--- config.mk ---
export PLATFORM = sky130hd
export DESIGN_NAME = sigma_delta_bitstream_gen
export DESIGN_NICKNAME = d
export VERILOG_FILES = /design/src/rtl/sigma_delta_bitstream_gen.sv
export SDC_FILE = /design/constraint.sdc
export NUM_CORES = 1
export LEC_CHECK = 0
export CORE_MARGIN = 1.5
export CORE_UTILIZATION = 30
export DETAILED_ROUTE_END_ITERATION = 12
export DONT_BUFFER_PORTS = 1
export GPL_TIMING_DRIVEN = 1
export PLACE_DENSITY = 0.52
export SYNTH_ARGS = -nofsm -noshare
export SYNTH_HDL_FRONTEND = slang
export SYNTH_SLANG_ARGS = --single-unit
--- constraint.sdc ---
create_clock -name clk -period 9.1 [get_ports clk]
set_clock_uncertainty 0.15 [all_clocks]
set_input_delay 1.82 -clock clk [delete_from_list [all_inputs] [get_ports clk]]
set_output_delay 1.82 -clock clk [all_outputs]
set_load 0.05 [all_outputs]
--- src/rtl/sigma_delta_bitstream_gen.sv ---
// First-order sigma-delta modulator: each accepted sample word becomes an OSR-bit
// frame whose density of ones tracks sample / 2^WIDTH.
module sigma_delta_bitstream_gen #(
  parameter int WIDTH = 16,
  parameter int OSR   = 64
) (
  input  logic             clk,
  input  logic             reset_n,
  input  logic             run,
  input  logic [WIDTH-1:0] in_data,
  input  logic             in_valid,
  output logic             in_ready,
  input  logic             clear_underrun,
  output logic             bit_out,
  output logic             bit_valid,
  output logic             frame_start,
  output logic             underrun,
  output logic [15:0]      frame_count
);

  typedef enum logic [0:0] {ST_IDLE = 1'b0, ST_RUN = 1'b1} state_t;

  localparam logic [15:0] OSR_LAST = 16'(OSR - 1);

  state_t           state_r, state_s;
  logic [WIDTH-1:0] acc_r, acc_s;
  logic [15:0]      phase_r, phase_s;
  logic [WIDTH-1:0] pend_r, pend_s;
  logic             pend_full_r, pend_full_s;
  logic [WIDTH-1:0] active_r, active_s;
  logic             bit_out_r, bit_out_s;
  logic             bit_valid_r, bit_valid_s;
  logic             frame_start_r, frame_start_s;
  logic             underrun_r, underrun_s;
  logic [15:0]      frame_count_r, frame_count_s;

  logic             xfer_s;
  logic             start_s;
  logic             emit_s;
  logic [WIDTH-1:0] emit_x_s;
  logic [WIDTH-1:0] acc_base_s;
  logic [WIDTH:0]   sum_s;

  assign xfer_s      = in_valid && !pend_full_r;
  assign in_ready    = !pend_full_r;
  assign bit_out     = bit_out_r;
  assign bit_valid   = bit_valid_r;
  assign frame_start = frame_start_r;
  assign underrun    = underrun_r;
  assign frame_count = frame_count_r;

  // Next-state, sample selection and modulator step.
  always_comb begin
    state_s       = state_r;
    acc_s         = acc_r;
    phase_s       = phase_r;
    pend_s        = pend_r;
    pend_full_s   = pend_full_r;
    active_s      = active_r;
    bit_out_s     = 1'b0;
    bit_valid_s   = 1'b0;
    frame_start_s = 1'b0;
    underrun_s    = clear_underrun ? 1'b0 : underrun_r;
    frame_count_s = frame_count_r;
    start_s       = 1'b0;
    emit_s        = 1'b0;
    emit_x_s      = active_r;
    acc_base_s    = acc_r;

    case (state_r)
      ST_IDLE: begin
        // Every frame started from idle runs from a cleared accumulator.
        acc_base_s = {WIDTH{1'b0}};
        if (run && pend_full_r) begin
          start_s     = 1'b1;
          emit_x_s    = pend_r;
          pend_full_s = 1'b0;
        end else if (run && xfer_s) begin
          start_s  = 1'b1;
          emit_x_s = in_data;
        end else if (xfer_s) begin
          pend_s      = in_data;
          pend_full_s = 1'b1;
        end else begin
          pend_full_s = pend_full_r;
        end
      end
      ST_RUN: begin
        // phase_r == 0 in RUN marks the boundary after the last bit of a frame.
        if (phase_r != 16'd0) begin
          emit_s = 1'b1;
          if (xfer_s) begin
            pend_s      = in_data;
            pend_full_s = 1'b1;
          end else begin
            pend_full_s = pend_full_r;
          end
        end else if (!run) begin
          state_s = ST_IDLE;
          if (xfer_s) begin
            pend_s      = in_data;
            pend_full_s = 1'b1;
          end else begin
            pend_full_s = pend_full_r;
          end
        end else if (pend_full_r) begin
          start_s     = 1'b1;
          emit_x_s    = pend_r;
          pend_full_s = 1'b0;
        end else if (in_valid) begin
          start_s  = 1'b1;
          emit_x_s = in_data;
        end else begin
          start_s    = 1'b1;
          emit_x_s   = active_r;
          underrun_s = 1'b1;
        end
      end
      default: begin
        state_s = ST_IDLE;
      end
    endcase

    sum_s = {1'b0, acc_base_s} + {1'b0, emit_x_s};

    if (start_s) begin
      state_s       = ST_RUN;
      active_s      = emit_x_s;
      phase_s       = 16'd1;
      frame_start_s = 1'b1;
      frame_count_s = frame_count_r + 16'd1;
    end else if (emit_s) begin
      phase_s = (phase_r == OSR_LAST) ? 16'd0 : phase_r + 16'd1;
    end else begin
      phase_s = phase_r;
    end

    if (start_s || emit_s) begin
      bit_out_s   = sum_s[WIDTH];
      bit_valid_s = 1'b1;
      acc_s       = sum_s[WIDTH-1:0];
    end else begin
      acc_s = acc_r;
    end
  end

  // State and output registers.
  always_ff @(posedge clk or negedge reset_n) begin
    if (!reset_n) begin
      state_r       <= ST_IDLE;
      acc_r         <= {WIDTH{1'b0}};
      phase_r       <= 16'd0;
      pend_r        <= {WIDTH{1'b0}};
      pend_full_r   <= 1'b0;
      active_r      <= {WIDTH{1'b0}};
      bit_out_r     <= 1'b0;
      bit_valid_r   <= 1'b0;
      frame_start_r <= 1'b0;
      underrun_r    <= 1'b0;
      frame_count_r <= 16'd0;
    end else begin
      state_r       <= state_s;
      acc_r         <= acc_s;
      phase_r       <= phase_s;
      pend_r        <= pend_s;
      pend_full_r   <= pend_full_s;
      active_r      <= active_s;
      bit_out_r     <= bit_out_s;
      bit_valid_r   <= bit_valid_s;
      frame_start_r <= frame_start_s;
      underrun_r    <= underrun_s;
      frame_count_r <= frame_count_s;
    end
  end

endmodule

; After elaboration in Yosys (flattened, before gate mapping)
; Cells that the tools add are included.
[word_totals]
output_inout_bits = 21
register_bits = 86
wordCells = 70
input_bits = 21
[classes]
n_mux = 42
n_reduce_logical = 8
add_sub_neg = 3
bitwise = 1
n_eq_ne = 5
[op_table]
columns = operator, count
row1 = 16-bit two-way mux, 15
row2 = 16-bit one-hot mux with 2 select lines, 2
row3 = 16-bit by 1-bit adder with 16-bit output (second input constant), 2
row4 = 1-bit two-way mux, 23
row5 = 16-bit by 16-bit adder with 17-bit output, 1
row6 = 16-bit by 6-bit equality test with 1-bit output (second input constant), 1
row7 = 16-bit nonzero test, 1
row8 = 2-bit != test (second input constant), 2
row9 = 1-bit one-hot mux with 2 select lines, 2
row10 = 1-bit logical AND, 3
row11 = 3-bit by 2-bit != test with 1-bit output (second input constant), 1
row12 = 3-bit != test (second input constant), 1
row13 = 3-bit AND reduction, 1
row14 = 2-bit nonzero test, 1
row15 = 1-bit logical NOT, 1
row16 = 1-bit logical OR, 1
row17 = 1-bit NOT, 1

; Logic depth before layout (Yosys ltp)
[depth]
ltp_word = 8
ltp_mapped = 16
depth_no_buf = 15

; Worst setup path after synthesis
; Ideal clock, no wire load.
[synth_path]
path_kind = input -> register
startpoint = input run
endpoint = register acc_r[12]
stages = 14
arrival_ns = 4.531
required_time_ns = 8.814
setup_slack_ns = 4.283
setup_ns = 0.136
path_buffers = 2
cell_sequence = and3_1 clkbuf_1 clkbuf_1 inv_1 o32ai_1 a21oi_1 ha_1 fa_1 a21o_1 a221oi_1 o21ba_2 o21ai_0 xnor2_1 o21ai_0
[synth_between]
elab_chain_cells = 5
elab_cells_between_ends = 14
classes_between = add/sub (1) / mux (10) / reduce/logical (3)
[synth_lines]
columns = item, line_no
row1 = from (decl), 9  ; input logic run,
row2 = 1-bit logical AND, 78  ; end else if (run && xfer_s) begin
row3 = 16-bit two-way mux, 78
row4 = 16-bit two-way mux, 74  ; if (run && pend_full_r) begin
row5 = 16-bit one-hot mux with 2 select lines *, 70  ; case (state_r)
row6 = named net emit_x_s[0], 40  ; logic [WIDTH-1:0] emit_x_s;
row7 = 16-bit by 16-bit adder with 17-bit output *, 124  ; sum_s = {1'b0, acc_base_s} + {1'b0, emit_x_s};
row8 = to (signal assigned), 151  ; acc_r <= {WIDTH{1'b0}};
row9 = to (signal assigned), 163  ; acc_r <= acc_s;
row10 = to (decl), 26  ; logic [WIDTH-1:0] acc_r, acc_s;
; Mark *: on every way through the listed nets, which the timed path passes. The rest lies on a longest branch.
; A chain may end at the register's enable or synchronous reset.

; Worst setup path after layout
[layout_path]
startpoint = input run
endpoint = register acc_r[13]
; Same word-level chain as after synthesis.

==> run_results.csv <==
group,metric,value,unit
sta,period_needed,5.12,ns
critical_path,cpPeakStageDelay,0.89,ns
cts,clk_latency,0.34,ns
critical_path,arrival,5.20,ns
place,dpl_cell_area,4770,sq um
global_routing,grt_pass1_wl,17000,um
final_layout,layout.nets,494,
route,num_vias,3327,
logic_synthesis,synth_xor_area_share,7.58,%
sta,slew_headroom,19.7,%
floorplanning,fp.dieW,127,um
power,peakVddDrop,0.000142,V
cts,clockBufferDepth,2,
sta,final-setup-viol-count,0,
logic_synthesis,yosys_warnings,0,
logic_synthesis,synthFlopType,"dfrtp_1",
critical_path,critical_path_class,"primary input to register",
global_routing,grt_pass1_vias,3437,
job,drv_cap,0,
logic_synthesis,syn-num-nets,499,
critical_path,critPathLaunchType,"primary input",
sta,slew_violations,0,
final_layout,area_growth,10.5,%
logic_synthesis,synth_top_family_by_area,"simple AND/OR/NAND/NOR gates",
floorplanning,num_io_pins,42,
cts,ctsHoldBuffers,0,
floorplanning,dieArea,16200,sq um
sta,timing.setup.tns,0,ns
logic_synthesis,synth_edf_count,0,
final_layout,multi_input_area,2320,sq um
floorplanning,die_h,127,um
floorplanning,initial_core_util,30.5,%
outcome,status,"completed",
cts,postCtsSetupBuffers,0,
sta,rsz0062_at_grt,"no",
cts,cts_sinks,86,
final_layout,drive_gt1_share,10.0,%
cts,clock_tree.root_cell,"clkbuf_16",
worst_hold_path,hold_path_class,"register to register",
route,ant_nets,0,
cts,clk_pin_slew,0.06,ns
floorplanning,num_rows,45,
route,route.detailed.drc,0,
critical_path,cp_top_family,"compound AO/OA/AOI/OAI gates",
power,power.leakage,2.30,nW
cts,tritoncts,"built",
logic_synthesis,synth.area.mux_share,4.96,%
critical_path,path_cells,"inv_1 > nor2_1 > a22oi_1 > o21ai_0 > ha_1 > a211o_1 > a21oi_1 > a211oi_1 > o21a_1 > or3_1 > a31o_2",
final_layout,fill_cells,1517,
sta,post-route-period-util,56.2,%
route,drt_pass1_iterations,4,
power,p_per_area,399,nW/um^2
global_routing,antenna_found_initial,0,
logic_synthesis,syn-instance-count,458,
place,dp_worst_setup_slack,3.67,ns
place,portBuffers,0,
logic_synthesis,synth_async_sr_flop_share,100,%
logic_synthesis,yosysTopAreaCell,"dfrtp_1",
global_routing,grt_max_degree,87,
route,drt-initial-drc-count,193,
logic_synthesis,avgSynthCellArea,10.1,sq um
route,vias_per_cell,5.15,
logic_synthesis,synth_top_area_share,46.6,%
logic_synthesis,synth-seq-cells,86,
critical_path,cp_max_fo,15,
critical_path,cp.required,9.18,ns
place,place_congestion,0.769,
final_layout,fin_util,33.7,%
logic_synthesis,synth-adder-area-share,5.58,%
logic_synthesis,synth_compound_area_share,15.2,%
route,wirelength,9920,um
final_layout,final_common_cell,"dfrtp_1",
floorplanning,core_area,15100,sq um
cts,numCtsBuffers,9,
logic_synthesis,syn_area,4620,sq um
logic_synthesis,synth_cell_types,48,
sta,hold_viol_final,0,
sta,fmax,195,MHz
final_layout,n_antenna_cell,0,
logic_synthesis,ys_seq_area_share,46.6,%
global_routing,grt_usage,13.1,%
sta,worst_pin_slew,1.20,ns
logic_synthesis,yosys.area_share.simple,17.0,%
route,wl_per_cell,15.4,um
final_layout,fin_area,5110,sq um
cts,htreeDepth,3,
critical_path,cp_num_buf_inv,1,
final_layout,ff_latch_area,2150,sq um
sta,fin_ws,3.98,ns
place,dpl.hpwl,6800,um
logic_synthesis,yosys-top-cells-area,"dfrtp_1 (47%), ha_1 (5.1%), o21ai_0 (5.1%), xor2_1 (4.4%), nand2_1 (4.3%)",
cts,post_cts_resize_count,0,
critical_path,cp-end-kind,"register",
critical_path,cp_slowest_cell,"nor2_1",
final_layout,layout_common_cells,"dfrtp_1 (86), nand2_1 (53), o21ai_0 (47)",
global_routing,grt_overflow_total,0,
-- registers in the layout, summed over array words and instances, names as in the netlist --
register,cells
state_r,1
bit_valid,1
frame_start,1
active_r,16
pend_full_r,1
phase_r,16
bit_out,1
pend_r,16
acc_r,16
frame_count,16
underrun,1
-- routing by layer --
metal,global-route usage (%),vias to the layer above,part of all wire (%)
met4,5.28,0,1.8
li1,-,1606,-
met3,2.47,12,2.7
met2,21.9,35,48
met5,0,-,0
met1,16.8,1674,47
-- final cells by class --
type	count	share of cell area, %
clock buffer	11	4.95
clock inverter	5	1.59
inverter	10	0.735
multi-input combinational	343	45.5
sequential	86	42.1
tap	188	4.61
timing repair buffer	3	0.441
-- cell families (layout without fill, tap and decap cells) --
kind of cell	after synthesis	after routing
flops	86	86
simple gates	152	152
mux	17	17
buf+inv	29	29
fa+ha+maj	20	20
xor+xnor	40	40
compound gates	114	114
-- path summary, 6_finish.rpt --
check	start	to	slack, ns	cells past startpoint
worst min register to register	active_r[9]$_DFFE_PN0N_	active_r[9]$_DFFE_PN0N_	0.32	2
min in group asynchronous	reset_n	pend_r[10]$_DFFE_PN0P_	1.02	0
worst max-delay path	run	acc_r[13]$_DFFE_PN0P_	3.98	11
worst max register to register	pend_full_r$_DFFE_PN0P_	acc_r[13]$_DFFE_PN0P_	4.76	11
worst min-delay path	active_r[9]$_DFFE_PN0N_	active_r[9]$_DFFE_PN0N_	0.32	2
max in group asynchronous	reset_n	phase_r[13]$_DFFE_PN0P_	7.64	0
-- power by group --
group          switching (W)  internal [W]
sequential          0.000133      0.000527
clock               0.000157      0.000256
combinational       0.000557      0.000410
-- synthesized netlist by cell type, types with 2 or more instances --
cell	n
o22ai_1	2
nor4_4	2
mux2_2	7
o211a_1	3
o31ai_1	2
a31oi_1	2
xor2_1	23
dfrtp_1	86
clkbuf_1	14
buf_2	2
mux2_4	10
nand4_1	15
nand3_1	13
xnor2_1	17
inv_1	9
o21a_1	5
o21ai_0	47
and2_1	19
a21oi_1	21
ha_1	19
buf_6	2
nor3_1	2
and3_1	12
nor2_1	27
nand2_1	53
a211oi_1	2
a22oi_1	16
a21o_1	6
-- worst register-to-register path: stages, from the launching register on --
cell,delay [ns]
dfrtp_1,0.40
inv_1,0.27
nor2_1,0.98
a22oi_1,0.19
o21ai_0,0.39
ha_1,0.31
a211o_1,0.26
a21oi_1,0.29
a211oi_1,0.19
o21a_1,0.21
or3_1,0.34
a31o_2,0.24
-- through the flow --
stage / hold WS [ns] / cells / total power [W]
finish: 0.317 / 646 / 0.00204
global route: 0.348 / 646 / 0.00222
global placement: 0.301 / 630 / 0.00161
CTS: 0.326 / 646 / 0.00206
detailed placement: 0.311 / 630 / 0.00164
floorplan: 0.288 / 458 / 0.00143
No activity file was read; power rests on OpenSTA's default activity.
